[config.mk]
export PLATFORM = sky130hd
export DESIGN_NAME = sqrt_sequencer
export DESIGN_NICKNAME = d
export VERILOG_FILES = /design/src/rtl/sqrt_pkg.sv /design/src/rtl/sqrt_iter_cnt.sv /design/src/rtl/sqrt_sequencer.sv
export SDC_FILE = /design/constraint.sdc
export NUM_CORES = 1
export LEC_CHECK = 0
export CAP_MARGIN = 25
export CORE_MARGIN = 2
export CORE_UTILIZATION = 46
export DETAILED_ROUTE_END_ITERATION = 7
export GPL_TIMING_DRIVEN = 0
export PLACE_DENSITY_LB_ADDON = 0.3
export SETUP_SLACK_MARGIN = 0.5
export SYNTH_ARGS = -nofsm -noshare
export SYNTH_HDL_FRONTEND = slang
export SYNTH_SLANG_ARGS = --single-unit
[constraint.sdc]
create_clock -name clk -period 4.49 [get_ports clk]
set_input_delay 0.6735 -clock clk [delete_from_list [all_inputs] [get_ports clk]]
set_output_delay 0.6735 -clock clk [all_outputs]
set_load 0.1 [all_outputs]
[src/rtl/sqrt_pkg.sv]
// Shared types and default sizing for the sqrt core sequencer.
package sqrt_pkg;

    localparam int unsigned SQRT_DW      = 16;
    localparam int unsigned SQRT_ITER    = SQRT_DW / 2;
    localparam int unsigned SQRT_TIMEOUT = 32;

    typedef enum logic [2:0] {
        StIdle,
        StLoad,
        StRun,
        StWait,
        StDone
    } seq_state_t;

endpackage

[src/rtl/sqrt_iter_cnt.sv]
// Loadable down-counter with a zero flag. Saturates at zero.
// Used for both the core iteration index and the result-wait timeout.
module sqrt_iter_cnt #(
    parameter int unsigned Width = 16
) (
    input  logic             clk,
    input  logic             reset,
    input  logic             load_i,
    input  logic [Width-1:0] load_val_i,
    input  logic             dec_i,
    output logic [Width-1:0] cnt_o,
    output logic             zero_o
);

    logic [Width-1:0] cnt_q, cnt_d;

    // Load takes priority over decrement.
    always_comb begin
        cnt_d = cnt_q;
        if (load_i) begin
            cnt_d = load_val_i;
        end else if (dec_i && (cnt_q != '0)) begin
            cnt_d = cnt_q - Width'(1);
        end
    end

    // Counter register.
    always_ff @(posedge clk or negedge reset) begin
        if (!reset) begin
            cnt_q <= '0;
        end else begin
            cnt_q <= cnt_d;
        end
    end

    assign cnt_o  = cnt_q;
    assign zero_o = (cnt_q == '0);

endmodule

[src/rtl/sqrt_sequencer.sv]
// Control stage for the iterative sqrt core: accepts an operand, sequences
// load/start/excounter, waits for the core result (with timeout) and holds it
// behind a valid/ready output handshake.
// Optional result self-check enabled by defining SQRT_SEQ_CHECK_EN.
module sqrt_sequencer
    import sqrt_pkg::*;
#(
    parameter int unsigned DW      = SQRT_DW,
    parameter int unsigned ITER    = DW / 2,
    parameter int unsigned TIMEOUT = SQRT_TIMEOUT
) (
    input  logic          clk,
    input  logic          reset,
    input  logic          in_valid,
    input  logic [DW-1:0] in_data,
    output logic          in_ready,
    output logic          load,
    output logic          start,
    output logic [DW-1:0] D,
    output logic [DW-1:0] excounter,
    input  logic [DW-1:0] Q,
    input  logic [DW-1:0] remainder,
    input  logic          ready,
    output logic          out_valid,
    input  logic          out_ready,
    output logic [DW-1:0] out_root,
    output logic [DW-1:0] out_rem,
    output logic          out_err,
    output logic          busy
`ifdef SQRT_SEQ_CHECK_EN
    ,
    output logic          chk_err
`endif
);

    // Counter must hold both ITER and TIMEOUT.
    localparam int unsigned TW   = $clog2(TIMEOUT + 1);
    localparam int unsigned CntW = (DW > TW) ? DW : TW;

    seq_state_t      state_q, state_d;
    logic [DW-1:0]   d_q, d_d;
    logic [DW-1:0]   root_q, root_d;
    logic [DW-1:0]   rem_q, rem_d;
    logic            err_q, err_d;
    logic            capture;

    logic            cnt_load;
    logic [CntW-1:0] cnt_val;
    logic            cnt_dec;
    logic [CntW-1:0] cnt;
    logic            cnt_zero;

    sqrt_iter_cnt #(
        .Width(CntW)
    ) u_cnt (
        .clk       (clk),
        .reset     (reset),
        .load_i    (cnt_load),
        .load_val_i(cnt_val),
        .dec_i     (cnt_dec),
        .cnt_o     (cnt),
        .zero_o    (cnt_zero)
    );

    // Next-state, operand/result capture and counter control.
    always_comb begin
        state_d  = state_q;
        d_d      = d_q;
        root_d   = root_q;
        rem_d    = rem_q;
        err_d    = err_q;
        capture  = 1'b0;
        cnt_load = 1'b0;
        cnt_val  = '0;
        cnt_dec  = 1'b0;
        unique case (state_q)
            StIdle: begin
                if (in_valid) begin
                    d_d      = in_data;
                    cnt_load = 1'b1;
                    cnt_val  = CntW'(ITER);
                    state_d  = StLoad;
                end
            end
            StLoad: begin
                state_d = StRun;
            end
            StRun: begin
                // Last iteration: rearm the counter as the wait timeout.
                if (cnt_zero) begin
                    cnt_load = 1'b1;
                    cnt_val  = CntW'(TIMEOUT);
                    state_d  = StWait;
                end else begin
                    cnt_dec = 1'b1;
                end
            end
            StWait: begin
                if (ready) begin
                    root_d  = Q;
                    rem_d   = remainder;
                    err_d   = 1'b0;
                    capture = 1'b1;
                    state_d = StDone;
                end else if (cnt_zero) begin
                    root_d  = '0;
                    rem_d   = '0;
                    err_d   = 1'b1;
                    state_d = StDone;
                end else begin
                    cnt_dec = 1'b1;
                end
            end
            StDone: begin
                if (out_ready) begin
                    state_d = StIdle;
                end
            end
            default: begin
                state_d = StIdle;
            end
        endcase
    end

    // State, operand and result registers.
    always_ff @(posedge clk or negedge reset) begin
        if (!reset) begin
            state_q <= StIdle;
            d_q     <= '0;
            root_q  <= '0;
            rem_q   <= '0;
            err_q   <= 1'b0;
        end else begin
            state_q <= state_d;
            d_q     <= d_d;
            root_q  <= root_d;
            rem_q   <= rem_d;
            err_q   <= err_d;
        end
    end

    // in_ready is gated by reset so it reads low while reset is held.
    assign in_ready  = (state_q == StIdle) && reset;
    assign load      = (state_q == StLoad);
    assign start     = (state_q == StRun);
    assign excounter = ((state_q == StLoad) || (state_q == StRun)) ? cnt[DW-1:0] : '0;
    assign D         = d_q;
    assign out_valid = (state_q == StDone);
    assign out_root  = root_q;
    assign out_rem   = rem_q;
    assign out_err   = err_q;
    assign busy      = (state_q != StIdle);

`ifdef SQRT_SEQ_CHECK_EN
    logic [2*DW-1:0] chk_root;
    logic [2*DW-1:0] chk_rem;
    logic [2*DW-1:0] chk_sum;
    logic            chk_bad;
    logic            chk_err_q;

    // Verify root^2 + rem == D and rem <= 2*root without overflow.
    always_comb begin
        chk_root = {{DW{1'b0}}, Q};
        chk_rem  = {{DW{1'b0}}, remainder};
        chk_sum  = (chk_root * chk_root) + chk_rem;
        chk_bad  = (chk_sum != {{DW{1'b0}}, d_q}) || (chk_rem > (chk_root << 1));
    end

    // Sticky error flag, cleared only by reset.
    always_ff @(posedge clk or negedge reset) begin
        if (!reset) begin
            chk_err_q <= 1'b0;
        end else if (capture && chk_bad) begin
            chk_err_q <= 1'b1;
        end
    end

    assign chk_err = chk_err_q;
`else
    logic unused_capture;
    assign unused_capture = capture;
`endif

endmodule
==> run summary, run 1 <==
The first global-routing pass estimated 12200 microns of wire. The detail-routed net length per standard cell is 15.0 microns. In the post-synthesis netlist, the biggest area contributors are dfrtp_1 (58%), a22o_1 (9.5%), nand2_1 (7.0%). The number of clock sinks is 68.

The via count of the first global-routing pass is 2568. The net count of the finished layout is 464. The latest clock arrival within the worst-skew pair is 0.35 ns. The critical path is of the reg -> out type. Counting flops with an async set or reset pin after synthesis yields a share of 1.00. Once the clock tree was built, the setup fixing pass inserted 0 buffers. The launch point of the worst path is state_q[0]$_DFFE_PN0P_. The final-report max-slew violation count came out at 0. The part of the Yosys area used for sequential elements is 0.576. The detailed router placed 2527 vias in this run. Final hold analysis gives a worst-case slack of 0.414 ns. For the finished layout, the period the worst path requires is 3.66 ns. Along the worst path, the maximum fanout reaches 10.

The number of antenna diodes came out at 0. In this run the cell area of the synthesized design comes to 2960 sq um. In the global route stage, overall resource usage came out at 0.218. The worst setup path is captured at an output port. The ratio of routed vias to standard cells is 5.15. The final setup skew came out at 0.00358 ns. The number of I/O pins came out at 123. The buffer levels on the longest clock path came out at 2.

The setup-violating endpoint count in the final report is 0. The die outline height is 84.2 microns. The DRC marker count from the first detailed-route iteration is 92.

The area of the core is 6280 sq um. The startpoint identified for the worst register-to-register timing path is u_cnt.cnt_o[13]$_DFFE_PN0P_. Gates resized during post-CTS repair numbered 0. In this run the clock root is driven by a clkbuf_8. The floorplan die area came out at 7080 sq um. The max-capacitance violation count came out at 0.

At the pin with the least slew margin, the transition time is 1.03 ns. The post-place setup slack came out at 1.07 ns. The per-instance average area after synthesis is 10.7 sq um. Setup repair after global routing left no endpoint under its margin.

The post-placement cell count came out at 475. Timing would allow up to 0.274 GHz. The number of buffers created by CTS is 9. The worst slew margin relative to its limit came out at 0.314. The number of routed nets with antenna violations came out at 0.

After detailed routing, the number of remaining DRC violations is 0. The H-tree depth reported by CTS came out at 3. Counting the fill cells in the layout gives 472. The number of enable-type register cells in the synthesized netlist is 0.

The share of synthesized area in the top cell type comes to 0.576. The synthesized instance count came out at 276. In the final layout, the share of cells above drive strength 1 is 0.0749. Summed over all layers, the global routing overflow is 0.

TritonCTS built the clock tree. The run finished with clean final reports. The initial antenna violation count was 0. The kind of launch point of the worst setup path is a register. During placement, the flow inserted port buffers numbering 122. The area growth from synthesis to final layout is 52.4%.

The total of flip-flops plus latches after synthesis is 68. Detailed placement ended at an HPWL of 5300 microns. The final non-filler cell total came out at 491. The largest net degree at the start of global routing came out at 70.

The final layout contains routed wiring with a total length of 7340 microns. The final-report hold violation count came out at 0. In this run the core area contains 29 standard-cell rows.

The signal arrival time at the worst endpoint came out at 2.98 ns. The iteration count of the initial detailed-routing pass came out at 4. The type of the most critical hold path is in -> async.

The worst path meets setup with 0.834 ns of slack. The number of warnings reported in the yosys synthesis log is 0. In the synthesized netlist the dominant register cell turns out to be dfrtp_1.

The clock edge transition at the registers on the reported setup and hold paths is 0.07 ns. After routing the design area is 4510 sq um. The post-route fraction of the period consumed by the critical path is 0.814. The placed instance area came out at 4280 sq um.

The number of hold buffers added after CTS is 0. The worst endpoint required time is 3.82 ns. The count of unique library cells instantiated by Yosys is 38. For this configuration, the core starts out at a cell density of 0.471. The die is 84.2 microns wide. At the end of routability-driven placement, the weighted congestion stood at 0.853. Summed over all instances, the cell type with the most area after synthesis is dfrtp_1.

The net count of the mapped netlist is 331.
final cells by class:
type / count / area (sq um) / share of cell area
plain buffers: 18 / 95.1 / 0.0211
repair buffers: 122 / 1220 / 0.270
flip-flops and latches: 68 / 1700 / 0.378
multi-input cells: 185 / 1150 / 0.255
clock inverters: 6 / 87.6 / 0.0194
clock buffers: 10 / 138 / 0.0305
inverters: 5 / 18.8 / 0.00416
well taps: 77 / 96.3 / 0.0214
flip-flops by register name, indices dropped and copies added, names as in the netlist:
signal and flops:
u_cnt.cnt_o 16, state_q 3, out_rem 16, out_err 1, out_root 16, D 16
critical path, cell delays in order, from the launching register on:
cell	delay [ns]
dfrtp_1	0.36
buf_2	0.18
nor3b_2	0.18
nor2_1	0.42
buf_1	0.42
nor2b_1	0.09
clkdlybuf4s50_1	0.98
synth_stat cells (2+ instances only):
| cell type | instances |
|---|---|
| a211oi_1 | 2 |
| buf_2 | 4 |
| nand4_1 | 2 |
| mux2i_1 | 2 |
| nor2b_1 | 15 |
| xnor2_1 | 10 |
| nor4b_1 | 3 |
| a21oi_1 | 6 |
| and3_1 | 3 |
| clkbuf_1 | 10 |
| nand2_1 | 55 |
| dfrtp_1 | 68 |
| nor2_1 | 22 |
| ha_1 | 2 |
| a22o_1 | 32 |
| and2_1 | 2 |
| nor3b_1 | 3 |
| nand3_1 | 4 |
| nor3_1 | 4 |
| o21ai_1 | 2 |
| and4_1 | 2 |
| buf_6 | 3 |
| inv_1 | 5 |
placed cells by master, fill, tap and decap left out, drive strengths merged, types with 3 or more instances in the layout:
master / Yosys / final
nor2b: 15 / 15
inv: 5 / 5
nand3: 4 / 4
xnor2: 10 / 10
nand2: 55 / 55
nor4b: 3 / 3
clkinv: 0 / 4
and3: 3 / 3
buf: 8 / 9
clkdlybuf4s50: 0 / 121
a21oi: 6 / 6
nor2: 23 / 23
dfrtp: 68 / 68
clkbuf: 10 / 20
a22o: 32 / 32
nor3: 4 / 4
nor3b: 3 / 3
stage by stage:
stage | utilization | setup TNS [ns]
detailed placement | 0.682 | 0
global route | 0.718 | 0
CTS | 0.718 | 0
finish | 0.718 | 0
global placement | 0.682 | -0.993
floorplan | - | 0
routing by layer:
layer / vias up / global-route usage / share of wire
li1: 1212 / - / -
met1: 1205 / 0.269 / 0.41
met2: 97 / 0.353 / 0.50
met3: 13 / 0.0629 / 0.068
met4: 0 / 0.109 / 0.025
met5: - / 0 / 0
kinds of logic (layout without fill, tap and decap cells):
group | after synthesis | in the layout | synth area share
simple gates | 122 | 122 | 0.204
flops | 68 | 68 | 0.576
compound gates | 48 | 48 | 0.135
buf+inv | 23 | 161 | 0.0385
xor+xnor | 11 | 11 | 0.0326
fa+ha+maj | 2 | 2 | 0.00846
mux | 2 | 2 | 0.00677
final timing paths:
check,cells after the start,slack [ns],endpoint
worst min register to register,2,0.47,D[12]$_DFFE_PN0P_
worst max-delay path,6,0.83,excounter[14]
max in group asynchronous,1,3.53,out_rem[0]$_DFFE_PN0P_
worst min-delay path,1,0.41,u_cnt.cnt_o[12]$_DFFE_PN0P_
worst max register to register,7,1.81,u_cnt.cnt_o[14]$_DFFE_PN0P_
min in group clk,2,0.47,D[12]$_DFFE_PN0P_
Power of run 1 is not shown: default switching activity piles up to over one toggle a cycle in this logic, so the estimate is an artifact.
==> inputs of run 2 (changes only) <==
Settings changed: CORE_UTILIZATION 46 to 39.
Clock period 4.49 ns to 2.98 ns, I/O delays scaled along.
==> run 2 against run 1 <==
Net effect:
- final cell count increased by 4.3%
- utilization decreased by 7.8 points
- critical path depth unchanged
- sequential share of layout area decreased by 1.3 points
- worst setup slack got worse by 0.25 ns
- register-to-register slack got worse by 1.2 ns
- die area increased by 17%
==> run summary, run 2 (synthesis results as in run 1) <==
The flip-flop and latch area is 1700 sq um. The master cell of the clock root buffer is clkbuf_8. Setup repair after global routing could not meet its margin everywhere. The most common cell after layout, fill and taps aside is clkdlybuf4s50_1.

The floorplan die area is 8290 sq um. The area growth from synthesis to final layout is 57.7%. In this run the remaining antenna-violating nets after routing total 0. The total overflow left after global routing is 0. The worst hold path belongs to the class in -> async. The final-report max-slew violation count came out at 0. Leaving out fill and tap cells, the most frequent cells in the layout are clkdlybuf4s50_1 (100), dfrtp_1 (68), nand2_1 (55), a22o_1 (32), nor2_1 (19). The worst slew margin relative to its limit is 0.324. The signal arrival time at the worst endpoint came out at 2.60 ns. The post-placement cell count came out at 497. TritonCTS built the clock tree. The flow ran to the end, and the final reports show no timing, DRC or antenna violations. The clock period minus final worst setup slack came out at 2.39 ns. For this block, the via count after detailed routing is 2512.

The largest net degree at the start of global routing came out at 70. The number of core rows came out at 31. At the pin with the least slew margin, the transition time is 1.01 ns. The number of I/O pins came out at 123.

The placed wire-length estimate is 5550 microns. The H-tree depth reported by CTS is 3. The die outline height is 91.1 microns.

The critical path start-end classification is reg -> reg. Buffers inserted to repair hold after CTS numbered 0. From left edge to right edge, the die measures 91.1 microns. The kind of cell adding the most delay to the critical path is simple AND/OR/NAND/NOR gates. The net count of the finished layout came out at 465.

Clock-pin slew was measured on the worst setup and hold paths at 0.07 ns. The worst endpoint required time is 3.19 ns. The number of clock sinks came out at 68. Summing all multi-input logic gate instances after layout gives 1320 sq um. The final non-filler cell total is 512. The number of clock buffers added by TritonCTS is 9. The effective utilization at floorplan is 0.405. The setup-violating endpoint count in the final report came out at 0.

The max-capacitance violation count came out at 0. The initial antenna violation count is 0. The weighted congestion reported at the end of routability-driven placement is 0.776. The final-report hold violation count was 0. The iteration count of the initial detailed-routing pass came out at 4.

For this block, the initial DRC count from the detailed router was 93. The count of buffers from port buffering came out at 122. The buffer levels on the longest clock path came out at 2. After filler insertion, the fill cell instance count of the layout stands at 637. The final setup skew came out at 0.0125 ns. In the final layout, the share of cells above drive strength 1 is 0.172. The worst setup path is captured at a register. For this run, the total global-route usage over all layers was measured as 0.187. The ratio of routed vias to standard cells came out at 4.91. The final routed wirelength across all metal layers is 7570 microns. The area of the core is 7290 sq um. The critical path buffer and inverter count is 1. The via count of the first global-routing pass came to 2619. Dividing the detail-routed wire length by the instance count gives 14.8 microns. In the finished design, the share of the clock period the worst path needs comes to 0.803. The number of antenna diodes came out at 0. The kind of launch point of the worst setup path is a register.

The largest individual stage delay along the critical path comes from the cell or4_4. The global-route wire length before repair came out at 12400 microns. Clock latency on the worst-skew pair, taken at its later pin, is 0.33 ns. The signal on the critical path passes through or4_4 > or4b_4 > nor2_4 > o211ai_4 > buf_6 > a22o_1. Along the worst path, the maximum fanout reaches 10. The maximum clock rate is 0.418 GHz.

After detailed routing, the number of remaining DRC violations is 0. The maximum cell stage delay along the critical path is 0.59 ns.
-- run 2: cell count changes in the layout (fill, tap and decap cells not counted), sizes merged, moves of 2 or more --
cell | previous run | this run
buf | 9 | 21
clkinv | 4 | 0
clkdlybuf4s15 | 0 | 2
clkbuf | 20 | 30
clkdlybuf4s50 | 121 | 100
-- run 2: cell type report --
| class | count | share of cell area |
|---|---|---|
| clock inverters | 1 | 0.00644 |
| clock buffers | 13 | 0.0384 |
| inverters | 5 | 0.00402 |
| repair buffers | 123 | 0.251 |
| multi-input cells | 185 | 0.283 |
| flip-flops and latches | 68 | 0.365 |
| well taps | 99 | 0.0266 |
| plain buffers | 18 | 0.0260 |
-- run 2: what timing repair did --
action | CTS | global route
endpoints found under the hold margin | 0 | 0
gates resized for setup | 84 | 28
gates cloned | 0 | 0
pin swaps | 0 | 1
buffers inserted | 1 | 0
setup endpoints to repair | 31 | 23
-- run 2: per-stage QoR --
stage                     TNS, ns  setup slack, ns  utilization  cell area (sq um)  hold WS, ns
after floorplan                 0            0.127            -               3130        0.151
after global placement     -58.56            -2.12        0.614               4470        0.458
after detailed placement  -0.0104          -0.0104        0.613               4470        0.461
after CTS                       0            0.352        0.642               4680        0.258
after global routing            0            0.496        0.639               4660        0.156
final                           0            0.587        0.639               4660       0.0902
-- run 2: final timing paths --
path                            cells past startpoint                   startpoint  slack (ns)                          end
worst max register to register                      6  u_cnt.cnt_o[13]$_DFFE_PN0P_        0.59       out_rem[3]$_DFFE_PN0P_
worst min register to register                      2             D[9]$_DFFE_PN0P_        0.47             D[9]$_DFFE_PN0P_
min in group clk                                    2             D[9]$_DFFE_PN0P_        0.47             D[9]$_DFFE_PN0P_
worst min-delay path                                1                        reset        0.09  u_cnt.cnt_o[13]$_DFFE_PN0P_
max in group asynchronous                           1                        reset        2.42          out_err$_DFFE_PN0P_
worst max-delay path                                6  u_cnt.cnt_o[13]$_DFFE_PN0P_        0.59       out_rem[3]$_DFFE_PN0P_
-- run 2: routing by layer --
layer,routed length [microns],global-route usage,share of wire
met5,0,0,0
met4,139,0.0732,0.018
met3,602,0.0788,0.080
met2,3640,0.298,0.48
met1,3180,0.225,0.42
Power of run 2 is left out for the same reason.
==> inputs of run 3 (changes only) <==
Clock period 2.98 ns to 2.1 ns, I/O delays scaled along.
==> run 3 against run 2 <==
Net effect:
- the flow now finishes with violations (negative hold slack, negative setup slack)
- sequential share of layout area down 4.4 points
- routed wire length up 25%
- final cell count up 7.2%
==> run summary, run 3 (synthesis results as in run 1) <==
At the worst endpoint, the required time is 2.32 ns. The floorplan die area came out at 8290 sq um. The number of remaining DRC errors came out at 0. The clock edge transition at the registers on the reported setup and hold paths came out at 0.08 ns. The tool flagged a number of max-cap violations equal to 0. The final-report hold violation count came to 31.

For this run, the total global-route usage over all layers was measured as 0.216. The worst register-to-register path begins at u_cnt.cnt_o[11]$_DFFE_PN0P_. The worst hold path belongs to the class in -> async. The x dimension of the die came out at 91.1 microns.

The number of core rows came out at 31. No sink is reached through more buffers than the 2 on the longest clock path. The via count of the first global-routing pass came to 2919.

The setup slack on the worst flop-to-flop path is -0.17 ns. Setup repair after global routing could not meet its margin everywhere. The worst register-to-register path ends at out_root[9]$_DFFE_PN0P_.

On the final layout, the worst clock skew is 0.0117 ns. The final layout contains routed wiring with a total length of 9480 microns. The H-tree depth reported by CTS came out at 3. The placed wire-length estimate is 5570 microns. The net count of the finished layout came out at 500. Across all setup checks in the final design, the least slack found is -0.172 ns.

The signal arrival time at the worst endpoint came out at 2.49 ns. The transition time of the tightest slew-check pin came out at 0.626 ns. The worst setup path is captured at a register. Dividing the detail-routed wire length by the instance count gives 17.3 microns. The global-route wire length before repair is 14300 microns. The initial antenna violation count is 0.

The effective utilization at floorplan is 0.405. TritonCTS built the clock tree. The maximum clock rate came out at 0.440 GHz. The most common cell after layout, fill and taps aside is dfrtp_1.

The most critical setup path has its endpoint at out_root[9]$_DFFE_PN0P_. Entering global routing, the biggest net connects 70 pins. Across all hold checks on the routed design, the worst slack comes to -0.0527 ns. The worst slew margin relative to its limit came out at 0.583. The area growth from synthesis to layout is 79.9%. The run finished, with violations left.

The cell sitting at the root of the clock tree is a clkbuf_8. From bottom edge to top edge, the die measures 91.1 microns. The worst setup path is launched from a register. The remaining global-route overflow is 0.

The final reports fail on negative hold slack, negative setup slack. The depth of the most critical reg-to-reg path came out at 6. The number of vias in the routed layout is 2779. The area of the core is 7290 sq um. Of the available clock period, the critical path in the final layout requires 1.08.

Tracing the worst setup path back leads to its startpoint at u_cnt.cnt_o[11]$_DFFE_PN0P_. Input and output buffers added on the ports amount to 122. The clock period minus final worst setup slack came out at 2.27 ns.

The largest fanout of any net on the critical path came out at 10. Buffers inserted during clock tree synthesis total 9. The iteration count of the initial detailed-routing pass is 4. The setup-violating endpoint count in the final report is 54. The number of routed nets with antenna violations came out at 0. In the layout the commonest cells are dfrtp_1 (66), nand2_1 (52), clkdlybuf4s50_1 (51), a22o_1 (32), buf_2 (25). The worst setup path is of the reg -> reg kind.

The total negative setup slack is -6.52 ns. For this block, the initial DRC count from the detailed router was 145. The weighted congestion reported at the end of routability-driven placement is 0.767. The ratio of routed vias to standard cells is 5.06. The latest clock arrival within the worst-skew pair came out at 0.34 ns. The fraction of layout instances using a drive strength above 1 is 0.420.

The number of antenna diodes in the final layout is 0. The clock drives 68 sinks. The final-report max-slew violation count is 0. During I/O placement, the number of pins put on the boundary was 123.
run 3: routing by layer:
metal	GRT usage	vias up	wire length (microns)
met3	0.0573	21	549
met5	0	-	0
li1	-	1292	-
met1	0.256	1346	3660
met2	0.376	120	5030
met4	0.0821	0	237
run 3: per-stage QoR:
step	worst slack, ns	instance area, sq um	std cells	util
floorplan	-0.620	3170	276	-
global placement	-2.88	4510	497	0.619
detailed placement	-0.668	4510	497	0.618
CTS	-0.174	5270	536	0.722
global route	-0.219	5320	549	0.729
finish	-0.172	5320	549	0.729
run 3: repair_timing:
| action | in CTS | in global routing |
|---|---|---|
| pin swaps | 10 | 23 |
| setup buffers | 20 | 13 |
| hold endpoints to repair | 29 | 0 |
| gates resized for setup | 374 | 100 |
| gates cloned | 3 | 0 |
| setup endpoints to repair | 138 | 125 |
run 3: cell type report:
cell class / count / area (sq um)
fillers: 510 / 1970
repair buffers: 158 / 1680
multi-input cells: 185 / 1430
clock inverters: 7 / 67.6
inverters: 5 / 18.8
well taps: 99 / 124
flip-flops and latches: 68 / 1700
clock buffers: 9 / 124
plain buffers: 18 / 173
run 3: worst max-delay path, cell delays in order (launching register included):
cell and delay [ns]:
dfrtp_1 0.39, or4_4 0.56, or4b_4 0.53, nor2_4 0.14, o211ai_4 0.14, buf_6 0.17
a22o_1 0.23
run 3: how the worst min path moves through the flow:
stage | depth (start not counted) | to | slack, ns
floorplan | 0 | D[0]$_DFFE_PN0P_ | 0.02
global placement | 2 | D[8]$_DFFE_PN0P_ | 0.46
detailed placement | 2 | D[12]$_DFFE_PN0P_ | 0.46
CTS | 1 | u_cnt.cnt_o[12]$_DFFE_PN0P_ | -0.01
global route | 1 | u_cnt.cnt_o[13]$_DFFE_PN0P_ | 0.02
finish | 1 | u_cnt.cnt_o[10]$_DFFE_PN0P_ | -0.05
Power of run 3 is left out for the same reason.
